**src/rtl/mbinit_repairclk_sequencer.sv**
```systemverilog
// MBINIT repair-clock test sequencer: clears the detector, runs the generator pattern,
// settles, captures {Track,CKN,CKP} and reports it over sideband. Optional macro: REPAIRCLK_RETRY_EN.
module mbinit_repairclk_sequencer #(
  parameter int SETTLE_CYCLES  = 8,
  parameter int TIMEOUT_CYCLES = 1024,
  parameter int MAX_RETRY      = 2
) (
  input  logic       i_clk,
  input  logic       i_rst,
  input  logic       i_start,
  input  logic       i_abort,
  input  logic       i_gen_done,
  input  logic [2:0] i_result_logged,
  input  logic       i_sb_ack,
  output logic       o_valid,
  output logic       o_mode,
  output logic       o_state_indicator,
  output logic       o_clear_out,
  output logic       o_sb_req,
  output logic [2:0] o_sb_data,
  output logic       o_busy,
  output logic       o_done,
  output logic       o_pass,
  output logic       o_timeout,
  output logic [2:0] o_result,
  output logic [1:0] o_retry_cnt
);

  typedef enum logic [2:0] {IDLE, CLEAR, PATTERN, SETTLE, CAPTURE, REPORT, DONE} state_t;

  localparam int CNT_MAX = (TIMEOUT_CYCLES > SETTLE_CYCLES) ? TIMEOUT_CYCLES : SETTLE_CYCLES;
  localparam int CW      = $clog2(CNT_MAX + 1);
  localparam logic [CW-1:0] TO_LAST = CW'(TIMEOUT_CYCLES - 1);
  localparam logic [CW-1:0] ST_LAST = CW'(SETTLE_CYCLES - 1);

  state_t        state;
  logic [CW-1:0] cnt;
  logic          retry_ok;

`ifdef REPAIRCLK_RETRY_EN
  assign retry_ok = (int'(o_retry_cnt) < MAX_RETRY) && (o_retry_cnt != 2'b11);
`else
  assign retry_ok = 1'b0;
`endif

  always_ff @(posedge i_clk) begin
    if (i_rst) begin
      state             <= IDLE;
      cnt               <= '0;
      o_valid           <= 1'b0;
      o_mode            <= 1'b0;
      o_state_indicator <= 1'b0;
      o_clear_out       <= 1'b0;
      o_sb_req          <= 1'b0;
      o_sb_data         <= 3'd0;
      o_busy            <= 1'b0;
      o_done            <= 1'b0;
      o_pass            <= 1'b0;
      o_timeout         <= 1'b0;
      o_result          <= 3'd0;
      o_retry_cnt       <= 2'd0;
    end else if (i_abort && state != IDLE) begin
      // Abort wins over any event sampled on the same edge; captured result is kept.
      state             <= IDLE;
      cnt               <= '0;
      o_valid           <= 1'b0;
      o_state_indicator <= 1'b0;
      o_clear_out       <= 1'b0;
      o_sb_req          <= 1'b0;
      o_busy            <= 1'b0;
      o_done            <= 1'b0;
      o_pass            <= 1'b0;
    end else begin
      o_clear_out <= 1'b0;
      o_done      <= 1'b0;
      o_mode      <= 1'b0;
      case (state)
        IDLE: if (i_start) begin
          state       <= CLEAR;
          o_busy      <= 1'b1;
          o_clear_out <= 1'b1;
          o_result    <= 3'd0;
          o_pass      <= 1'b0;
          o_timeout   <= 1'b0;
          o_retry_cnt <= 2'd0;
        end
        CLEAR: begin
          state             <= PATTERN;
          o_valid           <= 1'b1;
          o_state_indicator <= 1'b1;
          cnt               <= '0;
        end
        PATTERN: if (i_gen_done) begin
          state             <= SETTLE;
          o_valid           <= 1'b0;
          o_state_indicator <= 1'b0;
          cnt               <= '0;
        end else if (cnt == TO_LAST) begin
          state             <= DONE;
          o_valid           <= 1'b0;
          o_state_indicator <= 1'b0;
          o_timeout         <= 1'b1;
          o_pass            <= 1'b0;
          o_done            <= 1'b1;
        end else begin
          cnt <= cnt + 1'b1;
        end
        SETTLE: if (cnt == ST_LAST) state <= CAPTURE;
                else                cnt   <= cnt + 1'b1;
        CAPTURE: if (i_result_logged != 3'b111 && retry_ok) begin
          state       <= CLEAR;
          o_clear_out <= 1'b1;
          o_result    <= 3'd0;
          o_pass      <= 1'b0;
`ifdef REPAIRCLK_RETRY_EN
          o_retry_cnt <= o_retry_cnt + 2'd1;
`endif
        end else begin
          state     <= REPORT;
          o_result  <= i_result_logged;
          o_pass    <= (i_result_logged == 3'b111);
          o_sb_req  <= 1'b1;
          o_sb_data <= i_result_logged;
        end
        REPORT: if (i_sb_ack) begin
          state    <= DONE;
          o_sb_req <= 1'b0;
          o_done   <= 1'b1;
        end
        DONE: begin
          state  <= IDLE;
          o_busy <= 1'b0;
        end
        default: state <= IDLE;
      endcase
    end
  end

endmodule

```
**config.mk**
```make
export PLATFORM = sky130hd
export DESIGN_NAME = mbinit_repairclk_sequencer
export DESIGN_NICKNAME = d
export VERILOG_FILES = /design/src/rtl/mbinit_repairclk_sequencer.sv
export SDC_FILE = /design/constraint.sdc
export NUM_CORES = 1
export LEC_CHECK = 0
export CORE_ASPECT_RATIO = 1.1
export CORE_MARGIN = 3
export CORE_UTILIZATION = 66
export CTS_BUF_LIST = sky130_fd_sc_hd__clkbuf_16
export CTS_CLUSTER_DIAMETER = 100
export CTS_CLUSTER_SIZE = 16
export DETAILED_ROUTE_END_ITERATION = 8
export DONT_BUFFER_PORTS = 1
export PLACE_DENSITY_LB_ADDON = 0.08
export SKIP_CTS_REPAIR_TIMING = 1
export SLEW_MARGIN = 10
export SYNTH_ARGS = -nofsm -noshare
export SYNTH_HDL_FRONTEND = slang
export SYNTH_SLANG_ARGS = --single-unit
```
**constraint.sdc**
```tcl
create_clock -name i_clk -period 3.22 [get_ports i_clk]
set_input_delay 0.644 -clock i_clk [delete_from_list [all_inputs] [get_ports i_clk]]
set_output_delay 0.644 -clock i_clk [all_outputs]
set_load 0.01 [all_outputs]
```
* Word level (Yosys, flattened, before mapping) *
Index checks and enable logic that the tools add are counted.

word-level totals
  logic and storage cells = 82
  output and inout bits = 17
  register bits = 27
  bits of input ports = 9

cells by class
  mux-type cells = 30
  bitwise gates (word level) = 2
  equality and inequality tests = 17
  reduce and logical (&&, ||, !) cells = 21
  add/subtract/negate cells = 1

operator list
  kind                                                   number
  two-way mux 11 bit                                     3
  case mux 11 bit (3 select lines)                       1
  two-way mux 3 bit                                      6
  case mux 3 bit (6 select lines)                        1
  equality test 3 bit, second input constant             4
  two-way mux 1 bit                                      12
  inequality test 2 bit, second input constant           6
  adder 11 x 1 -> 11 bit, second input constant          1
  equality test 11 x 10 -> 1 bit, second input constant  1
  equality test 11 x 3 -> 1 bit, second input constant   1
  case mux 1 bit (2 select lines)                        5
  nonzero test 2 bit                                     5
  nonzero test 3 bit                                     3
  AND reduction 2 bit                                    4
  AND reduction 4 bit                                    2
  equality test 3 x 2 -> 1 bit, second input constant    2
  inequality test 3 bit, second input constant           2
  case mux 3 bit (2 select lines)                        1
  AND reduction 3 bit                                    2
  AND reduction 5 bit                                    1
  equality test 3 x 1 -> 1 bit, second input constant    1
  logical NOT 3 bit                                      1
  case mux 1 bit (3 select lines)                        1
  OR reduction 3 bit                                     1
  3 further kinds                                        4

* Longest topological paths before layout *
Gate-level depths: netlist of the first run.

  word-level depth = 4
  depth in mapped cells = 6
  depth with buffers taken out = 5

* Worst setup path after synthesis of the first run *
OpenSTA, ideal clock, no wires.

  kind = input to register
  from = input port i_rst
  to = register cnt[10]
  arrival time = 1.735 ns
  setup time = 0.073 ns
  cell stages on the path = 5
  slack = 1.412 ns
  required time = 3.147 ns
  path buffers = 2
  cells stage by stage = clkbuf_1 a21o_1 buf_6 or4_4 o22ai_2

between the ends
  word-level cells in the longest chain between the ends = 1

RTL lines
  what                                 line  text
  start: declaration                   9     input logic i_rst,
  OR reduction 2 bit (no source line)  n/a
  end signal: assignment               106   cnt <= cnt + 1'b1;
  end signal: assignment               109   else cnt <= cnt + 1'b1;
  end: declaration                     37    logic [CW-1:0] cnt;

Every way passes these cells.
A chain may end at the register's enable or synchronous reset.

* Final worst setup path of the first run *
  from = register state[1]
  to = register cnt[8]

between the ends
  word-level cells in the longest chain between the ends = 3
  elaborated cells between the ends (all ways) = 11
  those cells by class = 5 x eq/ne; 1 x mux; 5 x reduce/logical

RTL lines
  what                                                                               line  text
  start: declaration                                                                 36    state_t state;
  start signal: assignment                                                           48    state <= IDLE;
  start signal: assignment                                                           64    state <= IDLE;
  start signal: assignment                                                           79    state <= CLEAR;
  equality test 3 x 2 -> 1 bit, or another cell as far along                         77    case (state)
  inequality test 3 bit (no source line), or another cell as far along               n/a
  AND reduction 3 bit (no source line) / OR reduction 2 bit (equally long branches)  n/a

Several ways; a longest one is shown, not always the timed one.

==> metrics.md, run 1 <==
| Metric | Value |
|---|---|
| Status | complete, no violations |
| Core area | 2060 µm² |
| Clock buffer depth | 2 |
| I/O Buffers | 0 |
| Sequential share of the synthesized area | between 30% and 40% |
| Final Hold Vio Count | 0 |
| Synth Warn # | 0 |
| Final instance area | ~1500 µm² |
| Crit. End Element | register |
| Maximum clock frequency | approximately 0.44 GHz |
| Peak VDD IR | a little over 0.6 mV |
| Switching Fraction | 38.4% |
| Routability Congestion | between 0.9 and 1 |
| H-tree levels | 1 |
| Final worst-path cycle share | a little over two thirds |
| Die ar. | between 2000 and 3000 µm² |
| Drt first-iter violations | 87 |
| CP max stage delay | 0.78 ns |
| Area grow syn2layout | 3.00% |
| Vias per cell | about 7 |
| Net Switching | between 0.4 and 0.5 mW |
| Largest net degree at the start of global routing | 19 |
| Post-route clock skew | 0.00254 ns |
| Number of diodes | 0 |
| Final Critical Period | around 2.3 ns |
| Ports | 26 |
| Power, Total | ~1.1 mW |
| Die height | 55.4 µm |
| Share of layout cells above drive strength 1 | around 5.2% |
| Final setup vio count | 0 |
| Worst setup SP type | register |
| Final net count | 183 |
| Pre-antenna DRT Iters | 5 |
| HPWL after detailed placement | 2460 µm |
| Synth async-reset ratio | 0% |
| Top FF cell, synth | dfxtp_1 |
| Total gr overflow | 0 |
| Antenna violations before repair | 0 |
| Sequential fraction of design power | ~42% |
| WHS | roughly 0.44 ns |
| Number of synthesized register bits | 27 |
| Tot GR Track Use | between 20% and 30% |
| Syn Inst Count | between 150 and 200 |
| Most common cell in the netlist | dfxtp_1 |
| Avg Cell Area, Syn | a little over 8 µm² |
| CTS Buf Count | 3 |
| Crit path buf inv count | 0 |
| Clk Latency, worst-skew pair | between 0.2 and 0.3 ns |
| Cell family with most CP delay | simple AND/OR/NAND/NOR gates |
| Slowest CP cell | nor2_1 |
| Die Width | roughly 51 µm |
| Largest area contributor in the netlist | dfxtp_1 |
| Max-Cap Viols | 0 |
| CTS tree | yes |
| Crit path DAT | roughly 2.5 ns |
| Final TNS setup | 0 ns |
| Clk pin slew, worst setup/hold paths | ~0.060 ns |
| Pint | between 0.6 and 0.7 mW |
| Max-slew headroom | slightly below 40% |
| Per-cell routed wire length | between 15 and 20 µm |
| Pwr dens | around 700 nW/µm² |
| Vias | 1408 |
| Cell Area, Synth | 1460 µm² |
| RSZ-0062 raised after global routing | false |
| Worst slew pin tran | ~0.92 ns |
| Commonest cells post-synth | 27 x dfxtp_1, 23 x nand2_1, 17 x a21oi_1 |
| First-pass GRT wire length | between 5000 and 6000 µm |
| Yosys top cell area share | 37.0% |
| Worst-path maximum fanout | 16 |
| Clock root cell | clkbuf_16 |
| Comb pwr share | about a third |
| Clock Sink Count | 27 |
| Antenna viol nets, final | 0 |
| # DRC | 0 |
| Max Slew Vio Count | 0 |
| Placed inst area | between 1000 and 1500 µm² |
| Synth area leaders | dfxtp_1 37%, nand2_1 5.9%, a21oi_1 5.8% |
| Number of synthesized flops with an enable pin | 0 |
| Critical path class | reg -> reg |
| Required @ worst endpoint | between 3 and 4 ns |
| Class of the worst hold path | in -> reg |
| Leakage power | approximately 0.47 nW |
| Synth unique cells | 47 |
| Clock power frac | 26.4% |
| Number of global-route vias before repair | ~1200 |
| Initial Util | a little over two thirds |
| Cell Chain, Critical Path | nand2b_1, nor2_1, o21ai_0, a311oi_1 |
| Row count | 17 |
| Routed WL | approximately 3500 µm |
## layout make-up
class / count / area (µm²)
multi-input cells: 135 / 827
inverters: 6 / 22.5
flip-flops and latches: 27 / 541
clock inverters: 1 / 5.00
well taps: 28 / 35.0
clock buffers: 3 / 75.1
fillers: 164 / 558
## flip-flops by register name (all words and copies together) (netlist names)
signal / count
o_sb_data: 3
o_state_indicator: 1
cnt: 11
state: 3
o_pass: 1
o_done: 1
o_sb_req: 1
o_timeout: 1
o_busy: 1
o_clear_out: 1
o_result: 3
## path summary, 6_finish.rpt
path                  to         from  slack, ns  cells after the start
max               cnt[8]     state[1]       0.94                      4
min          o_result[1]        i_rst       0.44                      1
min reg2reg  o_result[1]  o_result[1]       0.49                      2
max reg2reg       cnt[8]     state[1]       0.94                      4
## power by group through the flow
stage / registers (mW) / logic [mW] / clock network [mW]
after floorplan: 0.408 / 0.314 / 0
after global placement: 0.447 / 0.315 / 0
after detailed placement: 0.449 / 0.322 / 0
after CTS: 0.443 / 0.327 / 0.283
after global routing: 0.452 / 0.367 / 0.295
final: 0.445 / 0.332 / 0.279
## cells by family (layout without fill, tap and decap cells)
group	count (synthesis)	after routing	synth area share, %
compound gates	58	58	27.0
fa+ha+maj	1	1	0.856
buf+inv	20	10	6.93
flops	27	27	37.0
other cells	1	3	0.257
simple gates	73	73	28.0
## stage by stage
stage / std cells / setup WS, ns / utilization, %
after floorplan: 182 / 1.41 / -
after global placement: 196 / 1.14 / 69.1
after detailed placement: 196 / 0.999 / 69.1
after CTS: 200 / 0.964 / 73.0
after global routing: 200 / 0.705 / 73.0
final: 200 / 0.945 / 73.0
## layout by cell type (no fill, tap or decap), drive strengths merged, types with 4 or more instances in the layout
cell | netlist | routed
a21oi | 17 | 17
a311oi | 7 | 7
a31oi | 8 | 8
dfxtp | 27 | 27
inv | 6 | 6
nand2 | 23 | 23
nand3 | 6 | 6
nand3b | 4 | 4
nand4 | 5 | 5
nor2 | 8 | 8
nor2b | 4 | 4
o21ai | 9 | 9
## layer usage
| layer | global-route usage, % | share of wire [%] | routed length [µm] | vias up |
|---|---|---|---|---|
| met2 | 41.8 | 46 | 1630 | 86 |
| met4 | 13.5 | 2.8 | 99 | 0 |
| met5 | 0 | 0 | 0 | - |
| met3 | 5.66 | 12 | 418 | 10 |
| li1 | - | - | - | 668 |
| met1 | 35.3 | 39 | 1350 | 644 |
No activity file was read; power rests on OpenSTA's default activity.
==> inputs of run 2 (changes only) <==
--- a/config.mk
+++ b/config.mk
@@ -7,7 +7,7 @@
 export LEC_CHECK = 0
 export CORE_ASPECT_RATIO = 1.1
 export CORE_MARGIN = 3
-export CORE_UTILIZATION = 66
+export CORE_UTILIZATION = 55
 export CTS_BUF_LIST = sky130_fd_sc_hd__clkbuf_16
 export CTS_CLUSTER_DIAMETER = 100
 export CTS_CLUSTER_SIZE = 16
==> constraint.sdc (replaced) <==
create_clock -name i_clk -period 1.9 [get_ports i_clk]
set_input_delay 0.38 -clock i_clk [delete_from_list [all_inputs] [get_ports i_clk]]
set_output_delay 0.38 -clock i_clk [all_outputs]
set_load 0.01 [all_outputs]
==> run 2 against run 1 <==
Against the previous run:
- hold slack worse by 0.27 ns
- critical path type unchanged
- non-clock buffer count up 20
- setup slack worse by 0.94 ns
- clock power up 73%
- sequential share of layout area down 4.7 points
- register-to-register slack worse by 0.94 ns
==> metrics.md, run 2 (same netlist as run 1, synthesis figures left out) <==
| Metric | Value |
|---|---|
| Fillers | roughly 180 |
| Die Width | between 50 and 60 µm |
| Row count | 18 |
| Max Slew Vio Count | 0 |
| # DRC | 0 |
| Cell family with most CP delay | compound AO/OA/AOI/OAI gates |
| Pre-CTS setup slack | -0.0687 ns |
| Final TNS setup | 0 ns |
| Clock Sink Count | 27 |
| Crit. End Element | register |
| Routed WL | a little under 4000 µm |
| Die ar. | between 3000 and 4000 µm² |
| Clock root cell | clkbuf_16 |
| Clk Latency, worst-skew pair | around 0.26 ns |
| Most common cell after layout, fill and taps aside | dfxtp_1 |
| Final net count | between 200 and 250 |
| Peak VDD IR | ~0.66 mV |
| CP endpoint | state[0] |
| CTS Buf Count | 3 |
| Most flop-heavy register | cnt |
| Vias | between 1000 and 1500 |
| Initial Util | 61.2% |
| Die height | around 60 µm |
| Tot GR Track Use | around 25% |
| Clk pin slew, worst setup/hold paths | ~0.070 ns |
| Share of layout cells above drive strength 1 | about a fifth |
| Crit path DAT | 2.06 ns |
| Crit path buf inv count | 1 |
| Drt first-iter violations | 74 |
| Clock buffer depth | 2 |
| R2r worst-path depth | 6 |
| Critical path depth | 6 |
| # placed instances | roughly 220 |
| Flip-flop count of the largest register after layout | 11 |
| Status | complete, no violations |
| Number of global-route vias before repair | between 1000 and 1500 |
| Worst r2r dst | state[0] |
| Flop2flop setup slack | around 0.0063 ns |
| I/O Buffers | 0 |
| H-tree levels | 1 |
| Worst-path maximum fanout | 5 |
| Final worst setup slack | 0.00633 ns |
| Pwr dens | approximately 1200 nW/µm² |
| Routability Congestion | 0.861 |
| Leakage power | around 0.59 nW |
| Worst setup SP type | register |
| CTS tree | yes |
| CP max stage delay | roughly 0.5 ns |
| Worst slew pin tran | just over 0.6 ns |
| Number of diodes | 0 |
| Final Hold Vio Count | 0 |
| Pre-antenna DRT Iters | 4 |
| Max-slew headroom | 59.4% |
| Per-cell routed wire length | 17.8 µm |
| Antenna violations before repair | 0 |
| Multi-input gate area | around 910 µm² |
| Final setup vio count | 0 |
| Class of the worst hold path | in -> reg |
| Post-route clock skew | roughly 0.001 ns |
| R2R Path Start | cnt[0] |
| HPWL after detailed placement | 2730 µm |
| RSZ-0062 raised after global routing | true |
| Vias per cell | 6.64 |
| Ports | 26 |
| Core area | around 2400 µm² |
| Area grow syn2layout | 19.1% |
| Slowest CP cell | a31oi_1 |
| Storage cell area | about 540 µm² |
| Final worst-path cycle share | between 90% and 100% |
| Critical path class | reg -> reg |
| Required @ worst endpoint | ~2.1 ns |
| Total gr overflow | 0 |
| Antenna viol nets, final | 0 |
| Finished Layout Cells | 222 |
| Commonest non-fill, non-tap cells in the layout | 25 x dfxtp_1, 22 x nand2_1, 20 x buf_4, 17 x a21oi_1 |
| First-pass GRT wire length | roughly 6000 µm |
| Largest net degree at the start of global routing | 16 |
| Maximum clock frequency | 0.528 GHz |
| Final Critical Period | about 1.9 ns |
| Max-Cap Viols | 0 |
| Cell Chain, Critical Path | ha_2, nor4bb_2, buf_4, a31oi_1, a21oi_1, o31ai_1 |
| Worst setup startpoint | cnt[0] |
-- run 2: through the flow --
step / hold slack, ns / power, mW / cell area (µm²) / util, %
after floorplan: 0.469 / 1.22 / 1470 / -
after global placement: 0.450 / 1.46 / 1570 / 65.8
after detailed placement: 0.452 / 1.48 / 1570 / 65.8
after CTS: 0.175 / 1.96 / 1650 / 69.1
after global routing: 0.169 / 2.18 / 1740 / 72.9
final: 0.178 / 2.06 / 1740 / 72.9
-- run 2: cell type report --
type,count,area share [%]
multi-input cells,135,52.1
well taps,30,2.16
flip-flops and latches,27,31.2
clock buffers,3,4.31
clock inverters,1,0.288
inverters,6,1.29
repair buffers,20,8.63
-- run 2: layer usage --
metal	global-route usage, %	wire length (µm)	vias to the layer above	part of all wire (%)
met5	0	0	-	0
met4	9.38	74	0	1.9
met3	3.49	372	9	9.4
met2	43.2	1970	90	50
met1	32.1	1540	673	39
li1	-	-	703	-
-- run 2: worst min path at each step --
stage,start,to,slack (ns),cells past startpoint
floorplan,cnt[10],cnt[10],0.47,2
finish,i_rst,o_result[2],0.18,1
global route,i_rst,o_result[2],0.17,1
detailed placement,i_rst,o_result[2],0.45,1
global placement,i_rst,o_sb_data[2],0.45,1
CTS,i_rst,o_result[2],0.18,1
-- run 2: where the power goes --
group          internal [mW]  switching [mW]
logic                  0.359           0.510
clock network          0.284           0.200
registers              0.624          0.0852
total                   1.27           0.795
==> inputs of run 3 (changes only) <==
--- a/config.mk
+++ b/config.mk
@@ -14,6 +14,7 @@
 export DETAILED_ROUTE_END_ITERATION = 8
 export DONT_BUFFER_PORTS = 1
 export PLACE_DENSITY_LB_ADDON = 0.08
+export SETUP_SLACK_MARGIN = 0.15
 export SKIP_CTS_REPAIR_TIMING = 1
 export SLEW_MARGIN = 10
 export SYNTH_ARGS = -nofsm -noshare
==> run 3 against run 2 <==
Against the previous run:
- cell count grew 1.8%
- maximum frequency grew 11%
- largest cell class unchanged
- critical path type unchanged
- combinational power grew 7.4%
- hold slack lost 0.0016 ns
==> metrics.md, run 3 (same netlist as run 1, synthesis figures left out) <==
| Metric | Value |
|---|---|
| CTS tree | yes |
| Worst slew pin tran | between 0.6 and 0.7 ns |
| Area grow syn2layout | 25.9% |
| WHS | between 0.15 and 0.2 ns |
| Clock buffer depth | 2 |
| Commonest non-fill, non-tap cells in the layout | 23 x buf_4, 22 x nand2_1, 22 x dfxtp_1, 17 x a21oi_1 |
| Max-Cap Viols | 0 |
| Flop2flop setup slack | 0.19 ns |
| Switching Fraction | 38.7% |
| # placed instances | approximately 220 |
| Antenna viol nets, final | 0 |
| Crit path DAT | 1.90 ns |
| Required @ worst endpoint | about 2.1 ns |
| I/O Buffers | 0 |
| Class of the worst hold path | in -> reg |
| Net Switching | just over 0.8 mW |
| Vias | between 1500 and 2000 |
| Final instance area | 1840 µm² |
| Status | complete, no violations |
| Max-slew headroom | between 50% and 60% |
| Placed inst area | 1570 µm² |
| Met1 usage | 32.1% |
| Final net count | roughly 210 |
| First-pass GRT wire length | 6030 µm |
| Tot GR Track Use | 25.5% |
| Drt first-iter violations | 94 |
| Pre-antenna DRT Iters | 5 |
| H-tree levels | 1 |
| Met2 usage | a little over two fifths |
| # DRC | 0 |
| Clk Latency, worst-skew pair | about 0.26 ns |
| Pre-CTS setup slack | -0.0687 ns |
| Die height | ~60 µm |
| Die ar. | around 3300 µm² |
| Crit. End Element | register |
| Ports | 26 |
| Worst-path maximum fanout | 5 |
| Share of layout cells above drive strength 1 | between 20% and 30% |
| Slowest CP cell | or4_4 |
| Number of diodes | 0 |
| Power, Total | between 2 and 2.5 mW |
| Worst setup SP type | register |
| Leakage power | between 0.6 and 0.7 nW |
| Largest net degree at the start of global routing | 16 |
| RSZ-0062 raised after global routing | true |
| Antenna violations before repair | 0 |
| Per-cell routed wire length | around 18 µm |
| CP max stage delay | approximately 0.54 ns |
| R2r worst-path depth | 4 |
| Critical path class | reg -> reg |
| Row count | 18 |
| WHS Path Cells | 1 |
| Comb pwr share | a little over two fifths |
| Initial Util | approximately three fifths |
| Max Slew Vio Count | 0 |
| Met3 Track Usage GR | around 3.5% |
| Clk pin slew, worst setup/hold paths | approximately 0.07 ns |
| Routed WL | roughly 4200 µm |
| Die Width | ~55 µm |
| Sequential fraction of design power | 33.5% |
| HPWL after detailed placement | ~2700 µm |
| Pint | around 1.3 mW |
| Most common cell after layout, fill and taps aside | buf_4 |
| CTS Buf Count | 3 |
| Final Critical Period | ~1.7 ns |
| Core area | around 2400 µm² |
| Clock root cell | clkbuf_16 |
| Cell Chain, Critical Path | or3_4, a21o_4, or4_4, o22ai_2 |
| Peak VDD IR | slightly above 0.7 mV |
| Clock power frac | between 20% and 30% |
| Number of global-route vias before repair | about 1300 |
| Final Hold Vio Count | 0 |
| Most flop-heavy register | cnt |
| Maximum clock frequency | roughly 0.6 GHz |
| Final setup vio count | 0 |
| Final worst setup slack | between 0.15 and 0.2 ns |
| Total gr overflow | 0 |
| Final worst-path cycle share | roughly nine tenths |
| Finished Layout Cells | between 200 and 250 |
| Clock Sink Count | 27 |
| Post-route clock skew | slightly above 0.002 ns |
| Flip-flop count of the largest register after layout | 11 |
| Pwr dens | between 1000 and 1500 nW/µm² |
| Global route hottest layer | met2 |
| Vias per cell | about 6.8 |
| Routability Congestion | between 0.8 and 0.9 |
==> run 3: worst paths after layout <==
kind | startpoint | end
setup reg to reg | state[2] | cnt[10]
hold / removal | i_rst | o_result[2]
hold reg to reg | o_result[1] | o_result[1]
setup / recovery | state[2] | cnt[10]
==> run 3: final cells by class <==
cell class	instances	area [µm²]
multi-input cells	135	963
flip-flops and latches	27	552
fillers	154	548
repair buffers	24	184
clock buffers	3	75.1
well taps	30	37.5
inverters	6	22.5
clock inverters	1	5.00
==> run 3: metrics by stage <==
step                utilization, %  TNS, ns
global route                  77.0        0
finish                        77.0        0
floorplan                        -        0
CTS                           69.1   -0.319
global placement              65.8        0
detailed placement            65.8   -0.238
==> run 3: layer usage <==
metal,vias up,routed length (µm)
met1,722,1660
met2,87,2050
li1,711,-
met5,-,0
met3,13,346
met4,0,119
==> run 3: worst max-delay path: cells and delay by family, from the launching register on <==
family / cells / cell delay (ns)
AND/OR/NAND/NOR: 2 / 0.94
flip-flops: 1 / 0.34
AO/OA/AOI/OAI: 2 / 0.35
==> run 3: power by group through the flow <==
stage / Clock [mW] / Combinational (mW) / Sequential, mW
after floorplan: 0 / 0.532 / 0.692
after global placement: 0 / 0.748 / 0.714
after detailed placement: 0 / 0.761 / 0.721
after CTS: 0.482 / 0.768 / 0.707
after global routing: 0.517 / 1.01 / 0.727
final: 0.489 / 0.933 / 0.717
